--- config.mk ---
export PLATFORM = sky130hd
export DESIGN_NAME = serial_word_uart
export DESIGN_NICKNAME = d
export VERILOG_FILES = /design/src/rtl/serial_word_uart.sv
export SDC_FILE = /design/constraint.sdc
export NUM_CORES = 1
export LEC_CHECK = 0
export ABC_AREA = 1
export BUFFER_PORTS_ARGS = -buffer_cell sky130_fd_sc_hd__clkbuf_2
export CAP_MARGIN = 20
export CORE_MARGIN = 1
export CORE_UTILIZATION = 40
export DETAILED_ROUTE_END_ITERATION = 10
export PLACE_DENSITY_LB_ADDON = 0.08
export SYNTH_ARGS = -nofsm -noshare
export SYNTH_HDL_FRONTEND = slang
export SYNTH_SLANG_ARGS = --single-unit
--- constraint.sdc ---
create_clock -name clk -period 3.5 [get_ports clk]
set_clock_uncertainty 0.05 [all_clocks]
set_input_delay 0.7 -clock clk [delete_from_list [all_inputs] [get_ports clk]]
set_output_delay 0.7 -clock clk [all_outputs]
set_load 0.1 [all_outputs]
--- src/rtl/serial_word_uart.sv ---
// serial_word_uart: full-duplex UART bridge packing received bytes into words and serialising words to bytes
module serial_word_uart #(
  parameter int CLK_HZ    = 100_000_000,
  parameter int BAUD      = 115_200,
  parameter int I_BYTES   = 1,
  parameter int O_BYTES   = 1,
  parameter int PARITY    = 0,
  parameter int STOP_BITS = 1
) (
  input  logic                 clk,
  input  logic                 nrst,
  input  logic                 uart_txd_in,
  output logic                 uart_rxd_out,
  output logic [O_BYTES*8-1:0] o_data,
  output logic                 o_valid,
  input  logic                 o_ready,
  input  logic [I_BYTES*8-1:0] i_data,
  input  logic                 i_valid,
  output logic                 i_ready,
  output logic                 err_frame,
  output logic                 err_overrun
);
  localparam int DIV = CLK_HZ / BAUD;
  localparam int CW = $clog2(DIV);
  localparam int OW = O_BYTES > 1 ? $clog2(O_BYTES) : 1;
  localparam int IW = I_BYTES > 1 ? $clog2(I_BYTES) : 1;
  localparam logic [CW-1:0] FULL = CW'(DIV - 1);
  localparam logic [CW-1:0] HALF = CW'(DIV / 2 - 1);
  typedef enum logic [2:0] {IDLE, START, DATA, PAR, STOP} state_t;
  state_t rx_state, rx_next, tx_state, tx_next;
  logic rx_meta, rx_line, rx_prev, rx_bad;
  logic [CW-1:0] rx_cnt, tx_cnt;
  logic [2:0] rx_bit, tx_bit;
  logic [7:0] rx_shift, tx_sh;
  logic [OW-1:0] rx_idx;
  logic [IW-1:0] tx_idx;
  logic [O_BYTES*8-1:0] rx_asm, rx_word;
  logic [I_BYTES*8-1:0] tx_word;
  logic tx_par;
  wire rx_tick = rx_state != IDLE && rx_cnt == '0;
  wire rx_end = rx_tick && rx_state == STOP;
  wire rx_ok = rx_end && rx_line && !rx_bad;
  wire rx_last = rx_idx == OW'(O_BYTES - 1);
  wire rx_load = rx_ok && rx_last && (!o_valid || o_ready);
  wire tx_tick = tx_state != IDLE && tx_cnt == '0;
  wire tx_next_byte = tx_tick && tx_state == STOP && tx_next == START;
  assign i_ready = tx_state == IDLE;
  // Completed word: the assembled lower lanes with the byte just received on top
  always_comb begin
    rx_word = rx_asm;
    rx_word[O_BYTES*8-1 -: 8] = rx_shift;
  end
  // Receive sequencing: advance one state per bit sample
  always_comb begin
    rx_next = rx_state;
    if (rx_state == IDLE) rx_next = rx_prev && !rx_line ? START : IDLE;
    else if (rx_tick)
      case (rx_state)
        START:   rx_next = rx_line ? IDLE : DATA;
        DATA:    rx_next = rx_bit != 3'd7 ? DATA : PARITY != 0 ? PAR : STOP;
        PAR:     rx_next = STOP;
        default: rx_next = IDLE;
      endcase
  end
  // Transmit sequencing: each bit lasts one full baud period, bytes chained back to back
  always_comb begin
    tx_next = tx_state;
    if (tx_state == IDLE) tx_next = i_valid ? START : IDLE;
    else if (tx_tick)
      case (tx_state)
        START:   tx_next = DATA;
        DATA:    tx_next = tx_bit != 3'd7 ? DATA : PARITY != 0 ? PAR : STOP;
        PAR:     tx_next = STOP;
        default: tx_next = tx_bit != 3'(STOP_BITS - 1) ? STOP : tx_idx == IW'(I_BYTES - 1) ? IDLE : START;
      endcase
  end
  // State registers for both directions
  always_ff @(posedge clk) begin
    if (!nrst) begin
      rx_state <= IDLE;
      tx_state <= IDLE;
    end else begin
      rx_state <= rx_next;
      tx_state <= tx_next;
    end
  end
  // Receive datapath: synchroniser, bit timing, byte assembly and output holding register
  always_ff @(posedge clk) begin
    if (!nrst) begin
      rx_meta <= 1'b1;
      rx_line <= 1'b1;
      rx_prev <= 1'b1;
      rx_cnt <= '0;
      rx_bit <= '0;
      rx_shift <= '0;
      rx_bad <= 1'b0;
      rx_idx <= '0;
      rx_asm <= '0;
      o_data <= '0;
      o_valid <= 1'b0;
      err_frame <= 1'b0;
      err_overrun <= 1'b0;
    end else begin
      rx_meta <= uart_txd_in;
      rx_line <= rx_meta;
      rx_prev <= rx_line;
      rx_cnt <= rx_state == IDLE ? HALF : rx_tick ? FULL : rx_cnt - 1'b1;
      rx_bit <= rx_state == START ? 3'd0 : rx_tick && rx_state == DATA ? rx_bit + 1'b1 : rx_bit;
      if (rx_tick && rx_state == DATA) rx_shift <= {rx_line, rx_shift[7:1]};
      rx_bad <= rx_state == IDLE ? 1'b0 : rx_tick && rx_state == PAR ? (^rx_shift ^ rx_line) != (PARITY == 2) : rx_bad;
      if (rx_ok && !rx_last) rx_asm[rx_idx*8 +: 8] <= rx_shift;
      rx_idx <= (rx_end && !rx_ok) || (rx_ok && rx_last) ? '0 : rx_ok ? rx_idx + 1'b1 : rx_idx;
      if (rx_load) o_data <= rx_word;
      o_valid <= rx_load ? 1'b1 : o_valid && !o_ready;
      err_frame <= rx_end && !rx_ok;
      err_overrun <= rx_ok && rx_last && !rx_load;
    end
  end
  // Transmit datapath: the line is always a registered output
  always_ff @(posedge clk) begin
    if (!nrst) begin
      tx_cnt <= '0;
      tx_bit <= '0;
      tx_idx <= '0;
      tx_word <= '0;
      tx_sh <= '0;
      tx_par <= 1'b0;
      uart_rxd_out <= 1'b1;
    end else begin
      tx_cnt <= tx_state == IDLE || tx_tick ? FULL : tx_cnt - 1'b1;
      tx_bit <= tx_state == IDLE ? 3'd0 : tx_tick ? (tx_next != tx_state ? 3'd0 : tx_bit + 1'b1) : tx_bit;
      tx_idx <= tx_state == IDLE ? '0 : tx_next_byte ? tx_idx + 1'b1 : tx_idx;
      if (tx_state == IDLE && i_valid) tx_word <= i_data;
      else if (tx_next_byte) tx_word <= tx_word >> 8;
      if (tx_tick && tx_state == START) begin
        tx_sh <= {1'b0, tx_word[7:1]};
        tx_par <= ^tx_word[7:0] ^ (PARITY == 2);
      end else if (tx_tick && tx_state == DATA) tx_sh <= tx_sh >> 1;
      if (tx_state == IDLE && i_valid) uart_rxd_out <= 1'b0;
      else if (tx_tick)
        uart_rxd_out <= tx_next == START ? 1'b0 : tx_next == PAR ? tx_par : tx_next != DATA ? 1'b1 :
                        tx_state == START ? tx_word[0] : tx_sh[0];
    end
  end
endmodule

==> reports/qor.yml <==
run_status:
  status: "completed"
global_route:
  track_usage_pct: 17.17
  grt_pass1_vias: 2685
  grt_pass1_wl_um: 12300
  antenna_found_initial: 0
  grt_max_degree: 35
  grt_overflow: 0
min_path:
  hold_path.class: "reg2reg"
synthesis:
  synth-edff-count: 0
  synth_compound_area_share_pct: 12.17
  yosysMostFrequentCell: "nand2_1"
  ys_seq_area_share_pct: 42.12
  syn-num-nets: 515
  synthAdderAreaFrac_pct: 3.202
  synth.area.top_cells: "dfxtp_1 (42%), nand2_1 (10%), nor2_1 (7.5%)"
  synth.largest_area_cell: "dfxtp_1"
  synth-seq-cells: 74
  synthXorXnorAreaFrac_pct: 4.482
  synthSimpleGateAreaFrac_pct: 28.96
  synth-main-ff-cell: "dfxtp_1"
  synthArstFlopShare_pct: 0
  synth.top_cell.area_share_pct: 42.12
  syn_inst: 493
  avgSynthCellArea_um2: 7.134
  synth_top_family_by_area: "simple AND/OR/NAND/NOR gates"
  yosysUniqueCellTypes: 32
  yosys_warnings: 0
  synthTopCellsByCount: "nand2_1 (98), dfxtp_1 (74), nor2_1 (70)"
  synth_area_um2: 3517
  synth_mux_area_share_pct: 0
power_and_ir_drop:
  internal-power_mw: 1.207
  p_seq_share_pct: 52.2
  switching_share_pct: 29.66
  leakage_nw: 1.815
  combPwrFrac_pct: 11.8
  power.density_nw_per_um2: 438.0
  p_sw_uw: 509.0
  ir_drop_mv: 0.2520
  clockPowerShare_pct: 36.0
worst_setup_path:
  worstSetupEndpointType: "output port"
  crit_fanout: 5
  worstPathCellList: "inv_1 > nand2_1 > nor2_2 > clkbuf_2"
  startpoint_type: "flop"
  crit_family: "buffers and inverters"
  cpPeakStageDelay_ns: 0.50
  path_buf_inv: 2
  worstPathRequired_ns: 2.75
  cp.arrival_ns: 1.63
  crit_type: "reg2out"
  cp_slowest_cell: "clkbuf_2"
detailed_routing:
  route.detailed.drc: 0
  finalWirelength_um: 7115
  antenna_left: 0
  vias: 3008
  routedWlPerCell_um: 11.31
  drt-initial-drc-count: 85
  vias_per_cell: 4.782
  drtPass1Iterations: 5
clocking:
  tritoncts_num_sinks: 74
  hold_buffers: 0
  cts_tree: "built"
  clk_pin_slew_ns: 0.08
  ctsResizeCount: 0
  cts_buffers: 9
  htree_num_levels: 3
  post_cts_buffers: 0
  clockBufferDepth: 2
  root_buffer: "clkbuf_8"
  clk_latency_ns: 0.34
timing:
  finalCritPeriodShare_pct: 67.93
  worst_pin_slew_ns: 0.6427
  finalCriticalPeriod_ns: 2.378
  rsz0062_at_grt: "no"
  setup_viol: 0
  slew_headroom_pct: 56.99
  fmax_ghz: 0.4206
  finalHoldViolations: 0
  hold-worst-slack_ns: 0.3662
  drv_slew: 0
  tns_ns: 0
  setup_ws_ns: 1.122
floorplan:
  num_rows: 33
  dieArea_um2: 9172
  die_h_um: 95.77
  start_util_pct: 41.96
  die_x_um: 95.77
  core_area_um2: 8382
  ios: 26
placement:
  place_hpwl_um: 5067
  place_congestion: 0.8401
  dpl.cell_count: 613
  place_ws_ns: 1.271
  port_buffers: 25
finish:
  drive_above_1_share_pct: 11.26
  nets: 541
  nFillCells: 848
  insertedDiodeCount: 0
  syn2layout_area_growth_pct: 11.42
  ff_latch_area_um2: 1481
  multiInputGateArea_um2: 1717
  final_core_util_pct: 46.75
  fin_cells: 629
job:
  drv_cap: 0
-- cell type report --
class,count,area share [%]
multi-input combinational,337,43.81
sequential,74,37.80
tap,105,3.352
timing repair buffer,27,3.576
clock inverter,7,1.564
clock buffer,9,3.161
inverter,70,6.737
-- kinds of logic after synthesis --
kind of cell             count (synthesis)
AND/OR/NAND/NOR                        231
adder cells (fa/ha/maj)                  9
buffers and inverters                   82
AO/OA/AOI/OAI                           79
XOR/XNOR                                18
flip-flops                              74
-- cells in the final DEF (no fill, tap or decap), types with 2 or more instances in the layout --
cell type / netlist / routed
nand2_1: 98 / 98
dfxtp_1: 74 / 74
nor2_1: 70 / 70
inv_1: 67 / 67
a21oi_1: 37 / 37
nand3_1: 30 / 30
o21ai_0: 26 / 26
clkbuf_2: 0 / 25
nor3_1: 10 / 10
xnor2_1: 10 / 10
ha_1: 9 / 9
clkbuf_8: 0 / 9
xor2_1: 8 / 8
nand4_1: 8 / 8
a31oi_1: 6 / 6
or2_2: 5 / 5
nand2_2: 3 / 3
o211ai_1: 3 / 3
clkinv_1: 2 / 2
o31ai_1: 2 / 2
nand3_4: 2 / 2
a211oi_1: 2 / 2
inv_6: 0 / 2
clkinvlp_4: 0 / 2
clkinv_4: 0 / 2
buf_4: 0 / 2
-- flip-flops by register name, summed over array words and instances (netlist names), 3 cells and up --
name	flops
rx_cnt	10
tx_cnt	10
o_data	8
rx_shift	8
tx_word	8
tx_sh	7
rx_bit	3
rx_state	3
tx_bit	3
tx_state	3
-- power by group through the flow --
stage,clock network [mW],logic [mW],registers (mW)
after floorplan,0,0.152,0.920
after global routing,0.684,0.231,0.902
after CTS,0.647,0.202,0.897
final,0.618,0.202,0.897
after detailed placement,0,0.202,0.916
after global placement,0,0.201,0.916
-- stage by stage --
stage | total power, mW | cell area (um^2)
final | 1.716 | 3919
after global routing | 1.817 | 3919
after CTS | 1.746 | 3919
after detailed placement | 1.118 | 3734
after global placement | 1.116 | 3734
after floorplan | 1.072 | 3517
-- routing by layer --
layer	up-vias	part of all wire (%)	GRT usage, %
li1	1627	-	-
met1	1331	52	23.17
met5	-	0	0
met3	6	3.9	4.976
met2	44	43	26.67
met4	0	1.0	4.851
-- path summary, 6_finish.rpt --
check / slack (ns) / depth (start not counted) / from / to
worst max-delay path: 1.12 / 4 / tx_state[0] / i_ready
worst min-delay path: 0.37 / 1 / rx_meta / rx_line
worst max register to register: 1.24 / 9 / rx_cnt[0] / rx_bit[0]
worst min register to register: 0.37 / 1 / rx_meta / rx_line
Note: power is estimated with default switching activity, not from simulation.
